`config.mk`:
```
export PLATFORM = sky130hd
export DESIGN_NAME = rf_write_arbiter
export DESIGN_NICKNAME = d
export VERILOG_FILES = /design/src/rtl/rf_write_arbiter_pkg.sv /design/src/rtl/rf_wr_fifo.sv /design/src/rtl/rf_write_arbiter.sv
export SDC_FILE = /design/constraint.sdc
export NUM_CORES = 1
export LEC_CHECK = 0
export CAP_MARGIN = 20
export CORE_MARGIN = 10
export CORE_UTILIZATION = 44
export CTS_CLUSTER_DIAMETER = 100
export DETAILED_ROUTE_END_ITERATION = 7
export GPL_TIMING_DRIVEN = 1
export PLACE_DENSITY_LB_ADDON = 0.3
export SLEW_MARGIN = 20
export SYNTH_ARGS = -nofsm -noshare
export SYNTH_HDL_FRONTEND = slang
export SYNTH_SLANG_ARGS = --single-unit
```
`constraint.sdc`:
```
create_clock -name clk -period 15.4 [get_ports clk]
set_input_delay 4.62 -clock clk [delete_from_list [all_inputs] [get_ports clk]]
set_output_delay 4.62 -clock clk [all_outputs]
set_load 0.01 [all_outputs]
```
`src/rtl/rf_write_arbiter_pkg.sv`:
```
// rf_write_arbiter_pkg: shared widths, write-entry type and one-hot helper for the register-bank write arbiter
package rf_write_arbiter_pkg;
   localparam int ADDR_W = 5;
   localparam int DATA_W = 32;
   localparam int EXT_REG_DEF = 19;
   typedef struct packed {
      logic [ADDR_W-1:0] addr;
      logic [DATA_W-1:0] data;
      logic              ext_valid;
      logic [DATA_W-1:0] ext_data;
   } wr_entry_t;
   function automatic logic [31:0] onehot32(input logic [ADDR_W-1:0] a);
      return 32'(1) << a;
   endfunction
endpackage

```
`src/rtl/rf_wr_fifo.sv`:
```
// rf_wr_fifo: per-requester write FIFO; exposes every slot and its valid bit so the pending mask can see queued writes
module rf_wr_fifo
   import rf_write_arbiter_pkg::*;
#(
   parameter int DEPTH = 2
) (
   input  logic                    clk,
   input  logic                    reset,
   input  logic                    flush_i,
   input  logic                    push_i,
   input  logic                    pop_i,
   input  wr_entry_t               din_i,
   output wr_entry_t               dout_o,
   output logic                    full_o,
   output logic                    empty_o,
   output wr_entry_t [DEPTH-1:0]   mem_o,
   output logic [DEPTH-1:0]        vld_o
);
   localparam int AW = DEPTH > 1 ? $clog2(DEPTH) : 1;
   logic [AW-1:0] rd_q, rd_d, wr_q, wr_d;
   logic [DEPTH-1:0] vld_q, vld_d;
   wr_entry_t [DEPTH-1:0] mem_q, mem_d;
   logic do_push, do_pop;
   function automatic logic [AW-1:0] nxt(input logic [AW-1:0] p);
      return (p == AW'(DEPTH - 1)) ? '0 : p + 1'b1;
   endfunction
   // live slots are contiguous, so the valid bits alone give full/empty
   assign full_o  = &vld_q;
   assign empty_o = ~|vld_q;
   assign do_push = push_i & ~full_o & ~flush_i;
   assign do_pop  = pop_i & ~empty_o & ~flush_i;
   assign dout_o  = mem_q[rd_q];
   assign mem_o   = mem_q;
   assign vld_o   = vld_q;
   always_comb begin
      mem_d = mem_q;
      vld_d = vld_q;
      rd_d  = rd_q;
      wr_d  = wr_q;
      if (do_push) begin
         mem_d[wr_q] = din_i;
         vld_d[wr_q] = 1'b1;
         wr_d        = nxt(wr_q);
      end
      if (do_pop) begin
         vld_d[rd_q] = 1'b0;
         rd_d        = nxt(rd_q);
      end
      if (flush_i) begin
         vld_d = '0;
         rd_d  = '0;
         wr_d  = '0;
      end
   end
   always_ff @(posedge clk or posedge reset) begin
      if (reset) begin
         mem_q <= '0;
         vld_q <= '0;
         rd_q  <= '0;
         wr_q  <= '0;
      end else begin
         mem_q <= mem_d;
         vld_q <= vld_d;
         rd_q  <= rd_d;
         wr_q  <= wr_d;
      end
   end
endmodule

```
`src/rtl/rf_write_arbiter.sv`:
```
// rf_write_arbiter: round-robin sharing of the bank's single write port, with registered outputs,
// an extension-register shadow that every write re-drives, and a pending-write hazard mask
module rf_write_arbiter
   import rf_write_arbiter_pkg::*;
#(
   parameter int NREQ    = 2,
   parameter int DEPTH   = 2,
   parameter int EXT_REG = EXT_REG_DEF
) (
   input  logic                     clk,
   input  logic                     reset,
   input  logic                     flush,
   input  logic [NREQ-1:0]          req_valid,
   output logic [NREQ-1:0]          req_ready,
   input  logic [NREQ*ADDR_W-1:0]   req_addr,
   input  logic [NREQ*DATA_W-1:0]   req_data,
   input  logic [NREQ-1:0]          req_ext_valid,
   input  logic [NREQ*DATA_W-1:0]   req_ext_data,
   output logic                     RegWrite,
   output logic [ADDR_W-1:0]        wrAddr,
   output logic [DATA_W-1:0]        wrData,
   output logic [DATA_W-1:0]        wrDataExt,
   output logic [31:0]              pending_mask,
   output logic [DATA_W-1:0]        ext_shadow
);
   localparam int PW = $clog2(NREQ);
   localparam logic [ADDR_W-1:0] EXT_A = ADDR_W'(EXT_REG);
   logic [NREQ-1:0] full, empty, pop;
   wr_entry_t head [NREQ];
   wr_entry_t [DEPTH-1:0] mem [NREQ];
   logic [DEPTH-1:0] vld [NREQ];
   logic gnt, go;
   logic [PW-1:0] gnt_idx, ptr_q, ptr_d;
   wr_entry_t sel;
   logic rw_q, rw_d, sext_q, sext_d;
   logic [ADDR_W-1:0] addr_q, addr_d;
   logic [DATA_W-1:0] data_q, data_d, ext_q, ext_d;
   for (genvar g = 0; g < NREQ; g++) begin : g_fifo
      wr_entry_t din;
      assign din = '{addr: req_addr[g*ADDR_W +: ADDR_W], data: req_data[g*DATA_W +: DATA_W],
                     ext_valid: req_ext_valid[g], ext_data: req_ext_data[g*DATA_W +: DATA_W]};
      assign req_ready[g] = ~full[g];
      rf_wr_fifo #(.DEPTH(DEPTH)) u_fifo (
         .clk(clk), .reset(reset), .flush_i(flush), .push_i(req_valid[g]), .pop_i(pop[g]),
         .din_i(din), .dout_o(head[g]), .full_o(full[g]), .empty_o(empty[g]),
         .mem_o(mem[g]), .vld_o(vld[g])
      );
   end
   always_comb begin
      gnt     = 1'b0;
      gnt_idx = '0;
      for (int k = 0; k < NREQ; k++)
         if (!gnt && !empty[(int'(ptr_q) + k) % NREQ]) begin
            gnt     = 1'b1;
            gnt_idx = PW'((int'(ptr_q) + k) % NREQ);
         end
   end
   assign go  = gnt & ~flush;
   assign sel = head[gnt_idx];
   // explicit ext data beats a direct write to the extension register, matching bank write order
   always_comb begin
      pop          = '0;
      pop[gnt_idx] = go;
      rw_d         = go;
      addr_d       = go ? sel.addr : addr_q;
      data_d       = go ? sel.data : data_q;
      sext_d       = go ? sel.ext_valid : sext_q;
      ext_d        = !go ? ext_q : sel.ext_valid ? sel.ext_data : (sel.addr == EXT_A) ? sel.data : ext_q;
      ptr_d        = !go ? ptr_q : (gnt_idx == PW'(NREQ - 1)) ? '0 : gnt_idx + 1'b1;
   end
   always_ff @(posedge clk or posedge reset) begin
      if (reset) begin
         rw_q   <= 1'b0;
         addr_q <= '0;
         data_q <= '0;
         sext_q <= 1'b0;
         ext_q  <= '0;
         ptr_q  <= '0;
      end else begin
         rw_q   <= rw_d;
         addr_q <= addr_d;
         data_q <= data_d;
         sext_q <= sext_d;
         ext_q  <= ext_d;
         ptr_q  <= ptr_d;
      end
   end
   always_comb begin
      pending_mask = '0;
      if (rw_q) pending_mask = onehot32(addr_q) | (sext_q ? onehot32(EXT_A) : '0);
      for (int i = 0; i < NREQ; i++)
         for (int j = 0; j < DEPTH; j++)
            if (vld[i][j])
               pending_mask = pending_mask | onehot32(mem[i][j].addr) | (mem[i][j].ext_valid ? onehot32(EXT_A) : '0);
   end
   assign RegWrite   = rw_q;
   assign wrAddr     = addr_q;
   assign wrData     = data_q;
   assign wrDataExt  = ext_q;
   assign ext_shadow = ext_q;
endmodule

```
==> impl_metrics.json <==
{
  "cts_sinks": 360,
  "postSynthAreaPerCell_um2": 12.51,
  "ys.flop_type": "dfrtp_1",
  "p_per_area_nw_per_um2": 168.3,
  "viasPerCell": 5.572,
  "totalWireLength_mm": 50.95,
  "ant_nets": 0,
  "antenna_found_initial": 3,
  "dr.max_layer_used": "met5",
  "path_buf_inv": 1,
  "final_layout_size_suffix_gt1_share_pct": 26.80,
  "crit_family": "simple AND/OR/NAND/NOR gates",
  "core-area_um2": 39550,
  "num_vias": 12130,
  "hold_path_class": "flip-flop to flip-flop",
  "htree_levels": 2,
  "synth-seq-cells": 360,
  "critPathSlowestCell": "dfrtp_1",
  "maxCapViolations": 0,
  "placement.io_buffers": 280,
  "worstSkewPairLatency_ns": 0.54,
  "initial_utilization_pct": 44.36,
  "whs_ns": 0.4719,
  "wl_per_cell_um": 23.40,
  "final-setup-viol-count": 0,
  "fin_crit_sh_pct": 49.49,
  "dieArea_um2": 48260,
  "timing.final.crit_period_ns": 7.622,
  "netlist_area_um2": 17550,
  "drt_iter0_markers": 696,
  "grt_pass1_vias": 13280,
  "gp_congestion": 0.9287,
  "wl_met1_mm": 21.55,
  "power_leakage_nw": 9.060,
  "ctsRootBufferMaster": "clkbuf_16",
  "grt_max_degree": 183,
  "relSlewSlack_pct": 31.90,
  "hold_viol_final": 0,
  "utilization_pct": 55.37,
  "cts.path.max_buffers": 3,
  "synth_area_leaders": "dfrtp_1 (51%), mux2_2 (22%), mux2i_1 (12%)",
  "fin_skew_ns": 0.03020,
  "synth_edf_count": 0,
  "synthTopCellsByCount": "dfrtp_1 (360), mux2_2 (348), mux2i_1 (202)",
  "ys_types": 49,
  "area_growth_pct": 24.82,
  "synth.largest_area_cell": "dfrtp_1",
  "met2_length_mm": 25.39,
  "cts_resized": 0,
  "path_cells": "nor2b_1, nand3_1, o32ai_1, nor2_1, o21ai_0, clkdlybuf4s50_1",
  "cts_inserted_buffers": 40,
  "critical-path-max-stage-delay_ns": 0.62,
  "worstSetupStartpointType": "flip-flop",
  "status": "finished, final reports clean",
  "post-cts-setup-buffers": 0,
  "yosysSeqAreaShare_pct": 51.34,
  "critPathRequiredTime_ns": 10.78,
  "die_w_um": 219.7,
  "drc": 0,
  "syn-num-nets": 1547,
  "io_pins": 281,
  "crit_arrival_ns": 3.00,
  "postCtsHoldBufs": 0,
  "wl_met3_mm": 2.834,
  "power.total_mw": 3.686,
  "synth-async-reset-ratio_pct": 100.0,
  "die_h_um": 219.7,
  "clock.fmax_mhz": 131.2,
  "fin_nets": 1766,
  "hpwl_mm": 34.74,
  "dr.pass1.iters": 5,
  "finalSetupTns_ns": 0,
  "synth_most_common_cell": "dfrtp_1",
  "worst_pin_slew_ns": 1.022,
  "overflow": 0,
  "gr-usage-all-layers_pct": 20.89,
  "ys_warn_count": 0,
  "clk_pin_slew_ns": 0.06,
  "rsz0062_at_grt": "no",
  "yosysTopAreaCellShare_pct": 51.34,
  "worstPathMaxFanout": 11,
  "crit_path_end_kind": "output pin",
  "worst-setup-path-type": "flip-flop to output pin",
  "cts_tree": "done",
  "synth_cells": 1402,
  "vdd_drop_max_v": 0.00009852,
  "grt_pass1_wl_mm": 78.32,
  "final_max_slew_viol_count": 0,
  "fp-row-count": 73
}
## area by class of cell
type / instances / area [um^2]
multi-input combinational: 916 / 7916
sequential: 360 / 9016
clock buffer: 63 / 1210
clock inverter: 7 / 123.9
fill: 3320 / 17650
antenna: 3 / 7.507
inverter: 8 / 37.54
timing repair buffer: 295 / 2932
tap: 525 / 656.9
## per-stage QoR
stage | setup WS (ns) | area [um^2] | std cells
final | 7.778 | 21900 | 2177
after global routing | 7.597 | 21890 | 2175
after CTS | 7.781 | 21890 | 2174
after detailed placement | 7.569 | 20550 | 2104
after global placement | 7.678 | 20550 | 2104
after floorplan | 0.7897 | 17550 | 1402
## sequential cells by signal, summed over array words and instances, names as in the netlist
register	count
g_fifo.u_fifo.vld_o	4
g_fifo.u_fifo.rd_q	2
ptr_q	1
RegWrite	1
sext_q	1
wrAddr	5
g_fifo.u_fifo.mem_o	280
ext_shadow	32
g_fifo.u_fifo.wr_q	2
wrData	32
## cells by family after synthesis
| logic type | count (synthesis) | synth area share (%) |
|---|---|---|
| AO/OA/AOI/OAI | 108 | 4.307 |
| buffers and inverters | 126 | 3.758 |
| XOR/XNOR | 3 | 0.1498 |
| AND/OR/NAND/NOR | 255 | 6.582 |
| multiplexers | 550 | 33.86 |
| flip-flops | 360 | 51.34 |
## routing by layer
layer / vias up / GRT usage, %
met4: 2 / 5.775
met5: - / 0
li1: 5460 / -
met3: 82 / 4.415
met2: 345 / 36.23
met1: 6241 / 25.84
## cells in the final DEF, fill, tap and decap left out, types with 4 or more instances in the layout
master,n
nand4_1,4
clkbuf_8,8
o22ai_1,32
nand3b_1,7
clkbuf_16,42
nand3_1,16
o221ai_1,9
a21oi_1,11
buf_4,13
or2_2,8
inv_1,6
nor2b_1,14
clkdlybuf4s50_1,280
a221oi_1,6
mux2_2,348
mux2i_1,202
o21ai_0,19
or3_1,4
dfrtp_1,358
nand2_1,125
nor2_1,48
nor3_1,5
clkbuf_1,13
nand2b_1,10
o32ai_1,5
## worst reg2reg max path: stages, from the launching register on
cell and delay [ns]:
dfrtp_1 0.51, nor2_2 0.26, o22a_2 0.68, buf_4 0.53
mux2_2 0.45, o32ai_4 0.76, buf_4 0.47, mux2_2 0.40
## final timing paths
kind                                            start                         end  slack [ns]  cells past startpoint
max                        g_fifo[0].u_fifo.mem_o[68]            pending_mask[24]        7.78                      6
min                                        wrData[24]                  wrData[24]        0.47                      2
max reg2reg                 g_fifo[0].u_fifo.vld_o[0]              ext_shadow[18]       11.22                      7
min reg2reg                                wrData[24]                  wrData[24]        0.47                      2
max in group asynchronous                       reset  g_fifo[0].u_fifo.mem_o[84]        8.80                      4
min in group asynchronous                       reset                  wrData[30]        4.60                      2
## power by group
group | internal [mW] | leakage [nW] | switching, mW
Combinational | 0.687 | 4.10 | 0.537
Sequential | 1.24 | 4.31 | 0.254
Clock | 0.588 | 0.648 | 0.375
(Power assumes the default switching activity.)
==> variant: new RTL, same settings <==
`data_q` no longer has a reset.
--- a/src/rtl/rf_write_arbiter.sv
+++ b/src/rtl/rf_write_arbiter.sv
@@ -73,5 +73,4 @@
          rw_q   <= 1'b0;
          addr_q <= '0;
-         data_q <= '0;
          sext_q <= 1'b0;
          ext_q  <= '0;
@@ -80,9 +79,12 @@
          rw_q   <= rw_d;
          addr_q <= addr_d;
-         data_q <= data_d;
          sext_q <= sext_d;
          ext_q  <= ext_d;
          ptr_q  <= ptr_d;
       end
+   end
+
+   always_ff @(posedge clk) begin
+      data_q <= data_d;
    end
    always_comb begin
Check against the original RTL: differs if reset is asserted again (counterexample within 4 cycles, from zero or initial values and one cycle with reset high); with reset held inactive, the same outputs for 4 cycles.
==> variant against the original RTL <==
- setup slack gained 0.12 ns
- count of clock-buffer cells in the layout shrank 12
- via count shrank 3.6%
- sequential cell count is the same
- critical path depth down 2
- critical endpoint is now pending_mask[18]
- wire length shrank 1.9%
- sequential share of layout area grew 1.1 points
- worst hold slack better by 0.030 ns
- design area down 0.91%
- total power is 4.2% lower
- clock power fell by 3.1%
- area after synthesis is 0.83% lower
==> variant: results (changes against the original RTL) <==
Placed design
The HPWL after detailed placement was 34,080 um (-1.9%). The placed cell count is 2,020 (-4.0%). The final weighted congestion in routability-driven placement came to 0.9325 (+0.41%).

The area of placed instances is 20,410 sq um (-0.68%).

Synth
The sequential area share after synthesis is 52.69% (+1.3 points). The fraction of synthesis flops using an asynchronous set or reset pin is 91.11% (-8.9 points). The number of flops mapped to enable cells by yosys came to 32 (+32). By area the synthesized netlist is led by sky130_fd_sc_hd__dfrtp_1 47%, sky130_fd_sc_hd__mux2_2 23%, sky130_fd_sc_hd__mux2i_1 12%. Counting instances in the post-synthesis netlist gives the leading cell types as 349 x sky130_fd_sc_hd__mux2_2, 328 x sky130_fd_sc_hd__dfrtp_1, 202 x sky130_fd_sc_hd__mux2i_1. The synthesized area per cell is 13.18 sq um (+5.3%).

Run status
The run finished with clean final reports.

Route
The detailed router's first-iteration violation count came to 730 (+4.9%). The final wirelength came to 49,980 um (-1.9%). The per-cell via count in the routed design is 5.593 (+0.39%).

Worst setup path
Among cell families on the critical path, the largest total delay comes from buffers and inverters. The most critical setup path has its endpoint at pending_mask[18]. The critical register-to-register path endpoint is ext_shadow[0].

The worst endpoint data arrival time was 2.88 ns (-0.12 ns). The largest driver fanout on the critical path came to 13 (+2).

Power and ir drop
The leakage component of the power came to 8.737 nW (-3.6%). The power dissipated in combinational cells was 1.10 mW (-9.8%). The power density over cell area is 162.7 nW/um^2 (-3.3%).

Global route
The largest net degree at the start of global routing is 115 (-37%). The number of global-route vias before repair is 12,630 (-4.9%). The global-route usage over all layers is 20.34% (-0.54 points).

Cells and area
The antenna diode count was 0 (-3). The total number of nets in the final design is 1,688 (-4.4%). The leading cell type in the layout, fill and taps excluded is sky130_fd_sc_hd__mux2_2.

The fraction of layout cells with a size suffix above 1 is 27.72% (+0.91 points). The final cell count without fillers was 2,091 (-4.0%). The fill cell instance count of the final layout is 3,303 (-0.51%).

Clocking
The clock latency at the later pin of the worst-skew pair is 0.52 ns (-0.02 ns). The TritonCTS buffer count is 39 (-2.5%).

Worst hold path
The number of cells traversed by the worst hold path came to 1 (-1).

Timing
The setup skew after layout is 0.009654 ns (-0.02055 ns).
[variant: cell count changes in the layout (fill, tap and decap cells not counted), moves of 5 or more]
cell                       change
sky130_fd_sc_hd__a22oi_1      +10
sky130_fd_sc_hd__o22ai_1      -15
sky130_fd_sc_hd__clkinv_2      +6
sky130_fd_sc_hd__nand3_1      +11
sky130_fd_sc_hd__a21oi_1       -7
sky130_fd_sc_hd__nor3_1        +5
sky130_fd_sc_hd__edfxtp_1     +32
sky130_fd_sc_hd__or2_2         -6
sky130_fd_sc_hd__dfrtp_1      -32
sky130_fd_sc_hd__nand2_1      -81
sky130_fd_sc_hd__clkinv_1      +6
sky130_fd_sc_hd__clkbuf_8      -6
sky130_fd_sc_hd__clkbuf_1      -5
[variant: how the worst min path moves through the flow]
stage,from,to
finish,g_fifo[1].u_fifo.mem_o[55],g_fifo[1].u_fifo.mem_o[55]
global route,g_fifo[0].u_fifo.mem_o[89],g_fifo[0].u_fifo.mem_o[89]
CTS,sext_q,sext_q
detailed placement,sext_q,sext_q
global placement,sext_q,sext_q
floorplan,sext_q,sext_q
[variant: worst register-to-register path, stage by stage, from the launching register on]
cell and delay (ns):
sky130_fd_sc_hd__dfrtp_1 0.50, sky130_fd_sc_hd__nor2_1 0.34, sky130_fd_sc_hd__o22a_2 0.24, sky130_fd_sc_hd__buf_4 0.66, sky130_fd_sc_hd__mux2_4 0.63, sky130_fd_sc_hd__o32ai_4 0.62, sky130_fd_sc_hd__buf_4 0.46, sky130_fd_sc_hd__mux2_2 0.40
[variant: per-stage QoR]
step / util (%) / hold WS [ns]
2_1_floorplan: - / 0.4508
3_3_place_gp: 52.46 / 0.4728
3_5_place_dp: 52.46 / 0.4878
4_1_cts: 55.75 / 0.5040
5_1_grt: 55.76 / 0.5122
6_report: 55.76 / 0.5017
[variant: layout make-up]
class                           instances  share of cell area [%]
Sequential cell                       360                   42.29
Multi-Input combinational cell        839                   35.18
Timing Repair Buffer                  296                   13.49
Clock buffer                           51                   4.993
Tap cell                              518                   2.987
Clock inverter                         20                  0.9167
Inverter                                7                  0.1557
[variant: per-layer routing]
metal  track usage [%]  routed length (um)  share of wire (%)  vias up
li1                  -                   -                  -     5249
met2             34.41               24440                 49      349
met5                 0                  41              0.082        -
met1             26.25               21610                 43     6019
met4             5.447                1078                2.2        6
met3             3.824                2815                5.6       73
[variant: kinds of logic (layout without fill, tap and decap cells)]
| group | count (synthesis) | count (layout) | synth area share (%) |
|---|---|---|---|
| buf+inv | 121 | 374 | 3.653 |
| compound gates | 94 | 94 | 3.977 |
| mux | 552 | 552 | 34.29 |
| simple gates | 190 | 190 | 5.235 |
| xor+xnor | 3 | 3 | 0.1510 |
| flops | 360 | 360 | 52.69 |
